<file path="src/rtl/pia_bus_pkg.sv">
// Shared types and constants for the two-requester 6821 PIA bus arbiter.
package pia_bus_pkg;

  typedef enum logic [1:0] {
    IDLE   = 2'd0,
    ACTIVE = 2'd1,
    DONE   = 2'd2
  } pia_state_e;

  localparam logic [1:0] PIA_RS_DA = 2'b00;
  localparam logic [1:0] PIA_RS_CA = 2'b01;
  localparam logic [1:0] PIA_RS_DB = 2'b10;
  localparam logic [1:0] PIA_RS_CB = 2'b11;

  localparam int unsigned PIA_E_DIV_DEFAULT = 12;

  // One requester's access as seen at grant time.
  typedef struct packed {
    logic       we;
    logic [1:0] rs;
    logic [7:0] wdata;
  } pia_req_t;

endpackage

</file>
<file path="src/rtl/pia_e_strobe_gen.sv">
// Free-running E strobe: counts 0..E_DIV-1 and ticks for one cycle on the last count.
module pia_e_strobe_gen
  import pia_bus_pkg::*;
#(
  parameter int unsigned E_DIV = PIA_E_DIV_DEFAULT
) (
  input  logic clk,
  input  logic rst_n,
  output logic e_tick
);

  localparam int unsigned   CW   = $clog2(E_DIV);
  localparam logic [CW-1:0] LAST = CW'(E_DIV - 1);

  logic [CW-1:0] count_q, count_d;

  // NOTE: give every always_comb output a value before any branch, so no path infers a latch.
  always_comb begin
    count_d = count_q + 1'b1;
    if (count_q == LAST) count_d = '0;
  end

  // NOTE: non-blocking assignments so every register updates from pre-edge values.
  always_ff @(posedge clk or negedge rst_n) begin
    if (!rst_n) count_q <= '0;
    else        count_q <= count_d;
  end

  assign e_tick = (count_q == LAST);

endmodule

</file>
<file path="src/rtl/pia_bus_arbiter.sv">
// Two-requester access arbiter and E strobe source for one 6821-style PIA.
// Define PIA_ARB_ROUND_ROBIN_EN for round-robin ties; otherwise requester 0 has fixed priority.
module pia_bus_arbiter
  import pia_bus_pkg::*;
#(
  parameter int unsigned E_DIV = PIA_E_DIV_DEFAULT
) (
  input  logic       clk,
  input  logic       rst_n,
  input  logic       req0,
  input  logic       req1,
  input  logic       we0,
  input  logic       we1,
  input  logic [1:0] rs0,
  input  logic [1:0] rs1,
  input  logic [7:0] wdata0,
  input  logic [7:0] wdata1,
  output logic       ack0,
  output logic       ack1,
  output logic [7:0] rdata,
  output logic       busy,
  output logic       pia_e,
  output logic       pia_cs,
  output logic [1:0] pia_rs,
  output logic       pia_r_w_n,
  output logic [7:0] pia_wdata,
  input  logic [7:0] pia_rdata
);

  pia_state_e state_q, state_d;
  logic       grant_q, grant_d;
  logic       setup_ok_q, setup_ok_d;
  logic       cs_q, cs_d;
  logic [1:0] rs_q, rs_d;
  logic       rwn_q, rwn_d;
  logic [7:0] wdata_q, wdata_d;
  logic [7:0] rdata_q, rdata_d;
  logic       ack0_q, ack0_d;
  logic       ack1_q, ack1_d;

  logic       e_tick;
  logic       any_req;
  logic       grant_now;
  logic       win_sel;
  pia_req_t   req_sel;

  pia_e_strobe_gen #(.E_DIV(E_DIV)) u_strobe (
    .clk    (clk),
    .rst_n  (rst_n),
    .e_tick (e_tick)
  );

  assign any_req   = req0 | req1;
  assign grant_now = (state_q == IDLE) && any_req;

`ifdef PIA_ARB_ROUND_ROBIN_EN
  // rr_ptr_q names the requester that wins the next tie.
  logic rr_ptr_q, rr_ptr_d;

  assign win_sel  = (req0 && req1) ? rr_ptr_q : req1;
  assign rr_ptr_d = grant_now ? ~win_sel : rr_ptr_q;

  always_ff @(posedge clk or negedge rst_n) begin
    if (!rst_n) rr_ptr_q <= 1'b0;
    else        rr_ptr_q <= rr_ptr_d;
  end
`else
  assign win_sel = ~req0;
`endif

  assign req_sel = win_sel ? {we1, rs1, wdata1} : {we0, rs0, wdata0};

  always_comb begin
    state_d    = state_q;
    grant_d    = grant_q;
    setup_ok_d = setup_ok_q;
    cs_d       = cs_q;
    rs_d       = rs_q;
    rwn_d      = rwn_q;
    wdata_d    = wdata_q;
    rdata_d    = rdata_q;
    ack0_d     = 1'b0;
    ack1_d     = 1'b0;

    unique case (state_q)
      IDLE: begin
        if (grant_now) begin
          state_d    = ACTIVE;
          grant_d    = win_sel;
          cs_d       = 1'b1;
          rs_d       = req_sel.rs;
          rwn_d      = ~req_sel.we;
          wdata_d    = req_sel.wdata;
          setup_ok_d = 1'b0;
        end
      end
      ACTIVE: begin
        // The bus became valid at the grant edge, so a strobe in the first
        // ACTIVE cycle would violate PIA setup; it is skipped.
        setup_ok_d = 1'b1;
        if (e_tick && setup_ok_q) begin
          state_d = DONE;
          cs_d    = 1'b0;
          rwn_d   = 1'b1;
          if (rwn_q) rdata_d = pia_rdata;
          ack0_d  = ~grant_q;
          ack1_d  = grant_q;
        end
      end
      DONE:    state_d = IDLE;
      default: state_d = IDLE;
    endcase
  end

  always_ff @(posedge clk or negedge rst_n) begin
    if (!rst_n) begin
      state_q    <= IDLE;
      grant_q    <= 1'b0;
      setup_ok_q <= 1'b0;
      cs_q       <= 1'b0;
      rs_q       <= PIA_RS_DA;
      rwn_q      <= 1'b1;
      wdata_q    <= '0;
      rdata_q    <= '0;
      ack0_q     <= 1'b0;
      ack1_q     <= 1'b0;
    end else begin
      state_q    <= state_d;
      grant_q    <= grant_d;
      setup_ok_q <= setup_ok_d;
      cs_q       <= cs_d;
      rs_q       <= rs_d;
      rwn_q      <= rwn_d;
      wdata_q    <= wdata_d;
      rdata_q    <= rdata_d;
      ack0_q     <= ack0_d;
      ack1_q     <= ack1_d;
    end
  end

  assign pia_e     = e_tick;
  assign pia_cs    = cs_q;
  assign pia_rs    = rs_q;
  assign pia_r_w_n = rwn_q;
  assign pia_wdata = wdata_q;
  assign rdata     = rdata_q;
  assign ack0      = ack0_q;
  assign ack1      = ack1_q;
  assign busy      = (state_q != IDLE);

endmodule

</file>
<file path="config.mk">
export PLATFORM = sky130hd
export DESIGN_NAME = pia_bus_arbiter
export DESIGN_NICKNAME = d
export VERILOG_FILES = /design/src/rtl/pia_bus_pkg.sv /design/src/rtl/pia_e_strobe_gen.sv /design/src/rtl/pia_bus_arbiter.sv
export SDC_FILE = /design/constraint.sdc
export NUM_CORES = 1
export LEC_CHECK = 0
export BUFFER_PORTS_ARGS = -buffer_cell sky130_fd_sc_hd__buf_2
export CAP_MARGIN = 10
export CORE_ASPECT_RATIO = 0.75
export CORE_MARGIN = 3
export CORE_UTILIZATION = 45
export DETAILED_ROUTE_END_ITERATION = 6
export PLACE_DENSITY_LB_ADDON = 0.12
export SYNTH_ARGS = -nofsm -noshare
export SYNTH_HDL_FRONTEND = slang
export SYNTH_HIERARCHICAL = 1
export SYNTH_SLANG_ARGS = --single-unit
export TNS_END_PERCENT = 100
</file>
<file path="constraint.sdc">
create_clock -name clk -period 2.4 [get_ports clk]
set_clock_uncertainty 0.2 [all_clocks]
set_input_delay 0.24 -clock clk [delete_from_list [all_inputs] [get_ports clk]]
set_output_delay 0.24 -clock clk [all_outputs]
set_load 0.01 [all_outputs]
</file>
==> out/summary.txt <==
Pre-CTS WS - 0.3426 ns
Max-cap viol count - 0
Crit Path Max Fanout - 8
Clock latency at the later pin of the worst-skew pair - 0.27 ns
Initial core utilization - 49.08%
Seq/Total Area, Yosys - 56.27%
Area taken by multi-input logic gates - 539.3 sq um
Hold Crit Class - input pin to register
Final GP Congestion - 0.6467
CTS tree - done
Post-synth ARST share - 100.0%
Total Routing Usage GR - 15.97%
Final WL - 2672 um
I/O Pins - 58
Least-Margin Pin Slew - 0.6646 ns
Die width - 68.93 um
Total Power - 1.728 mW
Port Buffers - 57
Core Rows - 16
Most common flop cell mapped by yosys - dfrtp_1
CP Class - register to register
RSZ-0062 raised after global routing - no
Setup TNS - 0 ns
Clock sinks - 30
Worst reg-to-reg setup slack - 0.32 ns
Drt first pass iters - 4
Max Buffers Root-to-Sink - 2
Final hold violation count - 0
Cell variety after synth - 26
Nets - 195
Mapped cell area - 1336 sq um
Via count - 937
Proportion of layout cells with a drive suffix above 1 - 62.73%
Initial antenna violation count - 0
Average cell area after synthesis - 14.85 sq um
Mapped Nets - 125
# fillers - 221
# diodes - 0
Clock root cell - clkbuf_8
Cell taking the most area after synthesis - dfrtp_1
Average wire per standard cell - 13.56 um
Final Core Density - 66.45%
Final Max Tran Viols - 0
Data arrival, critical path - 2.03 ns
Largest net degree at the start of global routing - 31
Commonest cells in the netlist - dfrtp_1 (29), mux2_2 (19), mux2_4 (8)
Fmax - 481.6 MHz
Cells after Synth - 90
WP data required - 2.36 ns
Critical Path Source Type - register
Die area - 3666 sq um
#FFs+latches synth - 30
Period utilisation layout - 86.51%
Via-to-Cell Ratio - 4.756
Die Ht - 53.19 um
DP HPWL - 1895 um
Most common cell in the netlist - dfrtp_1
P&R area growth vs syn - 35.39%
Cell Pwr Density - 954.8 nW/um^2
Clock transition at the registers of the reported paths - 0.06 ns
H-Tree Depth - 2
Core area - 2723 sq um
Top-area cell type share of the netlist area - 54.31%
Post_cts resized - 0
Cts bufs inserted - 5
Total gr overflow - 0
Initial DRC Count - 19
First-pass GRT wire length - 4002 um
VDD IR-drop max - 0.5247 mV
WHS - 0.007920 ns
Antenna-violating nets left - 0
Dominant cells by area after synthesis - dfrtp_1 (54%), mux2_2 (16%), mux2_4 (9.0%)
Number of warnings issued by yosys - 6
Vias in the first global route - 883
# setup viols final - 0
Leakage power - 0.9172 nW
DRC violations left - 0
EDFF count, synth - 0
Nature of the critical path endpoint - register
Final worst slack - 0.3237 ns
Status - finished, final reports clean
Max-slew headroom - 55.69%
FF/Latch Area - 752.0 sq um
Period minus WS final - 2.076 ns
## cells in the final DEF, fill, tap and decap left out, types with 3 or more instances in the layout
master / count
nor2_2: 3
dlygate4sd3_1: 7
mux2_4: 8
mux2_2: 19
inv_1: 3
clkbuf_8: 6
buf_2: 57
nand2_1: 3
dfrtp_1: 29
## worst max-delay path, stage by stage, from the launching register on
cell and delay [ns]:
dfrtp_1 0.39, ha_1 0.24, nand2b_4 0.08, nor2_2 0.18
and4b_1 0.42, nand2_8 0.13, mux2_4 0.32
## where the power goes
group	switching (mW)	total [mW]	internal [mW]	leakage, nW
logic	0.238	0.541	0.303	0.506
registers	0.0979	0.781	0.684	0.363
clock network	0.174	0.405	0.231	0.0482
## path summary, 6_finish.rpt
check,startpoint,end,depth (start not counted)
max in group asynchronous,rst_n,pia_rs[1]$_DFFE_PN0P_,2
hold / removal,pia_rdata[4],rdata[4]$_DFFE_PN0P_,2
setup reg to reg,u_strobe/count_q[0]$_DFF_PN0_,rdata[2]$_DFFE_PN0P_,6
hold reg to reg,grant_q$_DFFE_PN0P_,ack0$_DFF_PN0_,1
setup / recovery,u_strobe/count_q[0]$_DFF_PN0_,rdata[2]$_DFFE_PN0P_,6
min in group asynchronous,rst_n,rdata[6]$_DFFE_PN0P_,2
## registers in the layout, indices dropped and copies added (netlist names)
name and cells:
rdata 8, state_q 2, pia_wdata 8, pia_r_w_n 1
setup_ok_q 1, u_strobe/count_q 4, ack0 1, grant_q 1
pia_rs 2, pia_cs 1, ack1 1
## repair_timing
| action | in CTS | in global routing |
|---|---|---|
| hold buffers | 6 | 1 |
| setup endpoints to repair | 0 | 0 |
| hold endpoints to repair | 34 | 1 |
| setup buffers | 0 | 0 |
## area by class of cell
| cell class | count | area share [%] |
|---|---|---|
| sequential | 30 | 41.56 |
| multi-input combinational | 54 | 29.81 |
| timing repair buffer | 66 | 20.47 |
| clock buffer | 7 | 4.772 |
| tap | 36 | 2.490 |
| inverter | 3 | 0.6224 |
| clock inverter | 1 | 0.2766 |
## logic make-up (layout without fill, tap and decap cells)
logic type                 count (synthesis)  after routing  synth area share [%]
DFF                                       30             30                 56.27
and+or+nand+nor                           16             16                 8.896
muxes                                     30             30                 27.44
adders and majority gates                  1              1                0.9362
buffers and inverters                      6             77                 3.371
AOI/OAI and AO/OA                          7              7                 3.090
## per-stage QoR
step                std cells  area (sq um)
floorplan                  90          1336
CTS                       196          1799
global route              197          1809
detailed placement        182          1648
global placement          182          1648
finish                    197          1809
## layer usage
metal  share of wire (%)  GRT usage (%)
met1                  41          18.34
met4                 1.5          7.767
met5                   0              0
met3                 7.7          5.520
met2                  50          26.42
(Power assumes the default switching activity.)
